**src/rtl/inst_encoder.sv**
```systemverilog
// Packs decoded RV32I fields into 32-bit instruction words and streams them into
// the imem write port at consecutive, wrapping addresses; illegal entries become NOP.
module inst_encoder #(
  parameter int ADDR_W = 10
) (
  input  logic                clock,
  input  logic                reset,
  input  logic                start,
  input  logic [ADDR_W-1:0]   base_addr,
  input  logic                in_valid,
  output logic                in_ready,
  input  logic                in_last,
  input  logic [6:0]          in_opcode,
  input  logic [4:0]          in_rd,
  input  logic [4:0]          in_rs1,
  input  logic [4:0]          in_rs2,
  input  logic [2:0]          in_funct3,
  input  logic [6:0]          in_funct7,
  input  logic signed [31:0]  in_imm,
  output logic                imem_we,
  output logic [ADDR_W-1:0]   imem_addr,
  output logic [31:0]         imem_wdata,
  output logic                busy,
  output logic                done,
  output logic                err,
  output logic [ADDR_W:0]     err_count
);

  localparam logic [6:0]  OP_IMM = 7'b0010011;
  localparam logic [6:0]  OP     = 7'b0110011;
  localparam logic [6:0]  LUI    = 7'b0110111;
  localparam logic [6:0]  AUIPC  = 7'b0010111;
  localparam logic [6:0]  JAL    = 7'b1101111;
  localparam logic [6:0]  JALR   = 7'b1100111;
  localparam logic [6:0]  BRANCH = 7'b1100011;
  localparam logic [6:0]  LOAD   = 7'b0000011;
  localparam logic [6:0]  STORE  = 7'b0100011;
  localparam logic [31:0] NOP    = 32'h0000_0013;

  typedef enum logic [1:0] {S_IDLE, S_LOAD, S_DRAIN, S_DONE} state_t;

  typedef struct packed {
    logic [6:0]         opcode;
    logic [4:0]         rd;
    logic [4:0]         rs1;
    logic [4:0]         rs2;
    logic [2:0]         funct3;
    logic [6:0]         funct7;
    logic signed [31:0] imm;
  } fields_t;

  // Returns {legal, word}; the word is meaningless when legal is 0.
  function automatic logic [32:0] encode(input fields_t f);
    logic        legal;
    logic [31:0] w;
    logic [31:0] i;
    i     = f.imm;
    legal = 1'b1;
    w     = NOP;
    case (f.opcode)
      OP_IMM, JALR, LOAD: begin
        legal = (i[31:11] == {21{i[11]}});
        w     = {i[11:0], f.rs1, f.funct3, f.rd, f.opcode};
      end
      OP: w = {f.funct7, f.rs2, f.rs1, f.funct3, f.rd, f.opcode};
      STORE: begin
        legal = (i[31:11] == {21{i[11]}});
        w     = {i[11:5], f.rs2, f.rs1, f.funct3, i[4:0], f.opcode};
      end
      BRANCH: begin
        legal = (i[31:12] == {20{i[12]}}) && !i[0];
        w     = {i[12], i[10:5], f.rs2, f.rs1, f.funct3, i[4:1], i[11], f.opcode};
      end
      LUI, AUIPC: begin
        legal = (i[11:0] == 12'd0);
        w     = {i[31:12], f.rd, f.opcode};
      end
      JAL: begin
        legal = (i[31:20] == {12{i[20]}}) && !i[0];
        w     = {i[20], i[10:1], i[11], i[19:12], f.rd, f.opcode};
      end
      default: legal = 1'b0;
    endcase
    return {legal, w};
  endfunction

  function automatic logic [ADDR_W:0] sat_inc(input logic [ADDR_W:0] v);
    return (&v) ? v : v + (ADDR_W+1)'(1);
  endfunction

  state_t              state_q, state_d;
  logic [ADDR_W-1:0]   wr_ptr_q, wr_ptr_d;
  logic                err_q, err_d;
  logic [ADDR_W:0]     err_count_q, err_count_d;
  fields_t             fields_p1_q, fields_p1_d;
  logic                vld_p1_q, vld_p1_d;
  logic [ADDR_W-1:0]   addr_p2_q, addr_p2_d;
  logic [31:0]         wdata_p2_q, wdata_p2_d;
  logic                vld_p2_q, vld_p2_d;
  fields_t             in_fields;
  logic [32:0]         enc;
  logic                hs;

  assign in_fields = {in_opcode, in_rd, in_rs1, in_rs2, in_funct3, in_funct7, in_imm};
  assign in_ready  = (state_q == S_LOAD);
  assign hs        = in_valid && in_ready;

  always_comb begin
    state_d     = state_q;
    wr_ptr_d    = wr_ptr_q;
    err_d       = err_q;
    err_count_d = err_count_q;
    fields_p1_d = hs ? in_fields : fields_p1_q;
    vld_p1_d    = hs;
    addr_p2_d   = addr_p2_q;
    wdata_p2_d  = wdata_p2_q;
    vld_p2_d    = vld_p1_q;
    enc         = encode(fields_p1_q);

    // S1 -> S2: encode, legality-check and claim the next address
    if (vld_p1_q) begin
      addr_p2_d  = wr_ptr_q;
      wr_ptr_d   = wr_ptr_q + ADDR_W'(1);
      wdata_p2_d = enc[32] ? enc[31:0] : NOP;
      if (!enc[32]) begin
        err_d       = 1'b1;
        err_count_d = sat_inc(err_count_q);
      end
    end

    case (state_q)
      S_IDLE: if (start) begin
        state_d     = S_LOAD;
        wr_ptr_d    = base_addr;
        err_d       = 1'b0;
        err_count_d = '0;
      end
      S_LOAD:  if (hs && in_last) state_d = S_DRAIN;
      S_DRAIN: if (!vld_p1_q && !vld_p2_q) state_d = S_DONE;
      S_DONE:  state_d = S_IDLE;
      default: state_d = S_IDLE;
    endcase
  end

  always_ff @(posedge clock) begin
    if (reset) begin
      state_q     <= S_IDLE;
      wr_ptr_q    <= '0;
      err_q       <= 1'b0;
      err_count_q <= '0;
      vld_p1_q    <= 1'b0;
      vld_p2_q    <= 1'b0;
      addr_p2_q   <= '0;
      wdata_p2_q  <= NOP;
    end else begin
      state_q     <= state_d;
      wr_ptr_q    <= wr_ptr_d;
      err_q       <= err_d;
      err_count_q <= err_count_d;
      vld_p1_q    <= vld_p1_d;
      vld_p2_q    <= vld_p2_d;
      addr_p2_q   <= addr_p2_d;
      wdata_p2_q  <= wdata_p2_d;
    end
  end

  // input -> S1: field capture only, qualified by vld_p1
  always_ff @(posedge clock) begin
    fields_p1_q <= fields_p1_d;
  end

  assign imem_we    = vld_p2_q;
  assign imem_addr  = addr_p2_q;
  assign imem_wdata = wdata_p2_q;
  assign busy       = (state_q == S_LOAD) || (state_q == S_DRAIN);
  assign done       = (state_q == S_DONE);
  assign err        = err_q;
  assign err_count  = err_count_q;

endmodule

```
**config.mk**
```make
export PLATFORM = sky130hd
export DESIGN_NAME = inst_encoder
export DESIGN_NICKNAME = d
export VERILOG_FILES = /design/src/rtl/inst_encoder.sv
export SDC_FILE = /design/constraint.sdc
export NUM_CORES = 1
export LEC_CHECK = 0
export ABC_AREA = 1
export CORE_UTILIZATION = 40
export DETAILED_ROUTE_END_ITERATION = 12
export PLACE_DENSITY = 0.66
export SYNTH_ARGS = -nofsm -noshare
export SYNTH_HDL_FRONTEND = slang
export SYNTH_SLANG_ARGS = --single-unit
```
**constraint.sdc**
```tcl
create_clock -name clock -period 2.6 [get_ports clock]
set_input_delay 0.39 -clock clock [delete_from_list [all_inputs] [get_ports clock]]
set_output_delay 0.39 -clock clock [all_outputs]
set_load 0.005 [all_outputs]
```
==> results.sh <==
export IMPL_ant_nets=0
export IMPL_via_count=5171
export IMPL_leakagePower_uw=0.003088
export IMPL_path_class="flop to flop"
export IMPL_drc=0
export IMPL_clk_transition_reported_paths_ns=0.06
export IMPL_grt_pass1_vias=4985
export IMPL_grt_pass1_wl_um=23340
export IMPL_clk_path_buf_depth=2
export IMPL_setup_tns_ns=0
export IMPL_synth_area_leaders="edfxtp_1 33%, dfxtp_1 23%, nand2_1 13%"
export IMPL_synth_simple_gate_area_share_pct=23.46
export IMPL_fmax_mhz=454.6
export IMPL_status="complete, no violations"
export IMPL_r2r_end="err_count[4]"
export IMPL_dp_hpwl_um=10840
export IMPL_rsz0062_at_grt="false"
export IMPL_grt_overflow_total=0
export IMPL_synth_edff_count=64
export IMPL_drt_total_wl_um=14610
export IMPL_clock_latency_ns=0.42
export IMPL_drive_above_1_share_pct=7.126
export IMPL_fin_hold_ws_ns=0.4416
export IMPL_slew_viol_final=0
export IMPL_cts_hold_buf=0
export IMPL_yosys_warnings=0
export IMPL_synth_top_cell_area_share_pct=32.94
export IMPL_fin_crit_ns=2.200
export IMPL_synthArstFlopShare_pct=0
export IMPL_dp_cells=991
export IMPL_skew_ns=0.008734
export IMPL_root_buffer="clkbuf_16"
export IMPL_finalSetupViolCount=0
export IMPL_start_kind="flop"
export IMPL_area_delta_synth_final_pct=36.09
export IMPL_wire_per_inst_um=14.30
export IMPL_place_congestion=0.8804
export IMPL_pin_count=137
export IMPL_netlist_instances=687
export IMPL_dieHeight_um=122.8
export IMPL_r2r_cells=12
export IMPL_drt_initial_drc_count=433
export IMPL_fin_cells=1022
export IMPL_power_density_nw_per_um2=739.9
export IMPL_hold_class="flop to flop"
export IMPL_yosysUniqueCellTypes=35
export IMPL_dr_pass1_iters=5
export IMPL_fin_nets=916
export IMPL_io_buffers=136
export IMPL_cp_arrival_ns=2.50
export IMPL_rows=43
export IMPL_drv_cap=0
export IMPL_crit_end="err_count[4]"
export IMPL_cts_buffers=17
export IMPL_crit_chain="inv_2, nor2_2, nand2_1, nand2_1, nor2_2, nor2_2, nor2_4, nand3_2, nor2_1, nand3_1, nand2_1, nor2_1"
export IMPL_grt_antenna_before_repair=0
export IMPL_grt_util_all_layers_pct=20.29
export IMPL_synth_area_sq_um=5834
export IMPL_cts_resized=0
export IMPL_synth_main_ff_cell="dfxtp_1"
export IMPL_p_total_uw=5875
export IMPL_synth_top_family_by_area="simple AND/OR/NAND/NOR gates"
export IMPL_finalHoldViolCount=0
export IMPL_die_area_sq_um=15070
export IMPL_yosysMostFrequentCell="nand2_1"
export IMPL_cts_sinks=132
export IMPL_synthAdderAreaFrac_pct=1.501
export IMPL_r2r_start="fields_p1_q[63]"
export IMPL_slowest_stage="edfxtp_1"
export IMPL_required_ns=2.90
export IMPL_slew_headroom_pct=60.95
export IMPL_yosysSeqAreaShare_pct=56.27
export IMPL_ir_drop_mv=0.4297
export IMPL_coreArea_sq_um=14040
export IMPL_endpoint_kind="flop"
export IMPL_viasPerCell=5.060
export IMPL_fillers=1252
export IMPL_max_stage_delay_ns=0.47
export IMPL_finalCritPeriodShare_pct=84.61
export IMPL_cp_max_fo=11
export IMPL_cp_startpoint="fields_p1_q[63]"
export IMPL_syn_area_per_cell_sq_um=8.492
export IMPL_die_x_um=122.8
export IMPL_cts_tree="done"
export IMPL_synth_xor_area_share_pct=1.351
export IMPL_synthTopCellsByCount="195 x nand2_1, 68 x dfxtp_1, 67 x nor2_1"
export IMPL_reg2reg_setup_slack_ns=0.40
export IMPL_synth_top_area_cell="edfxtp_1"
export IMPL_synth_compound_area_share_pct=11.22
export IMPL_start_util_pct=41.55
export IMPL_final_util_pct=56.54
export IMPL_synth_seq_cells=132
export IMPL_synth_nets=773
export IMPL_muxShareOfSynthArea_pct=0
export IMPL_postCtsSetupRepairBufs=0
export IMPL_cts_htree_levels=4
export IMPL_n_antenna_cell=0
export IMPL_grt_max_degree=65
export IMPL_worst_pin_slew_ns=0.5804
[per-stage QoR]
step	cell area [sq um]	setup WS (ns)
after floorplan	5834	0.2468
after global placement	7395	0.5349
after detailed placement	7395	0.3956
after CTS	7940	0.3807
after global routing	7940	0.2177
final	7940	0.4001
[per-layer routing]
metal,vias to the layer above,GRT usage [%],routed length (um)
met3,14,5.390,967
met5,-,0,0
met1,2402,25.12,6425
li1,2555,-,-
met4,0,6.936,172
met2,200,34.02,7045
[cells by family after synthesis]
| family | after synthesis |
|---|---|
| AND/OR/NAND/NOR | 327 |
| XOR/XNOR | 9 |
| adder cells (fa/ha/maj) | 7 |
| buffers and inverters | 90 |
| AO/OA/AOI/OAI | 122 |
| flip-flops | 132 |
[registers in the layout (all words and copies together) (netlist names)]
signal,cells
state_q,2
err_count,11
imem_wdata,32
vld_p1_q,1
imem_we,1
imem_addr,10
err,1
wr_ptr_q,10
fields_p1_q,64
[worst min path at each step]
stage | cells after the start | slack [ns] | end | startpoint
floorplan | 2 | 0.43 | imem_wdata[1] | imem_wdata[1]
global placement | 2 | 0.42 | imem_wdata[1] | imem_wdata[1]
detailed placement | 2 | 0.43 | imem_wdata[0] | imem_wdata[0]
CTS | 2 | 0.44 | imem_wdata[0] | imem_wdata[0]
global route | 2 | 0.46 | imem_wdata[1] | imem_wdata[1]
finish | 2 | 0.44 | imem_wdata[0] | imem_wdata[0]
[critical path, delay by kind of cell (launching register included)]
family / cells / cell delay [ns]
buffers and inverters: 1 / 0.12
DFF: 1 / 0.47
and+or+nand+nor: 11 / 1.50
[cells in the final DEF (no fill, tap or decap), types with 2 or more instances in the layout]
master	instances
a21oi_1	53
a22oi_1	4
buf_4	7
clkbuf_1	4
clkbuf_16	17
clkbuf_8	6
clkdlybuf4s50_1	136
clkinv_2	2
dfxtp_1	68
edfxtp_1	64
ha_1	7
inv_1	60
inv_2	9
inv_4	2
nand2_1	195
nand2_2	4
nand3_1	37
nand3_2	3
nand4_1	7
nor2_1	67
nor2_2	4
nor2_4	3
nor3_1	4
nor4_1	2
o211ai_1	3
o21ai_0	55
xnor2_1	3
xor2_1	6
[where the power goes]
part,leakage [uW],total [uW],switching (uW),internal [uW]
registers,0.00114,2700,202,2500
clock network,0.000274,2170,810,1360
logic,0.00168,1010,582,424
[area by class of cell]
class	count	area [sq um]	area share [%]
Sequential cell	132	3283	41.35
Multi-Input combinational cell	465	2190	27.58
Timing Repair Buffer	144	1434	18.06
Clock buffer	27	523.0	6.587
Inverter	70	262.8	3.309
Tap cell	180	225.2	2.836
Clock inverter	4	22.52	0.2836
No activity file was read; power rests on OpenSTA's default activity.
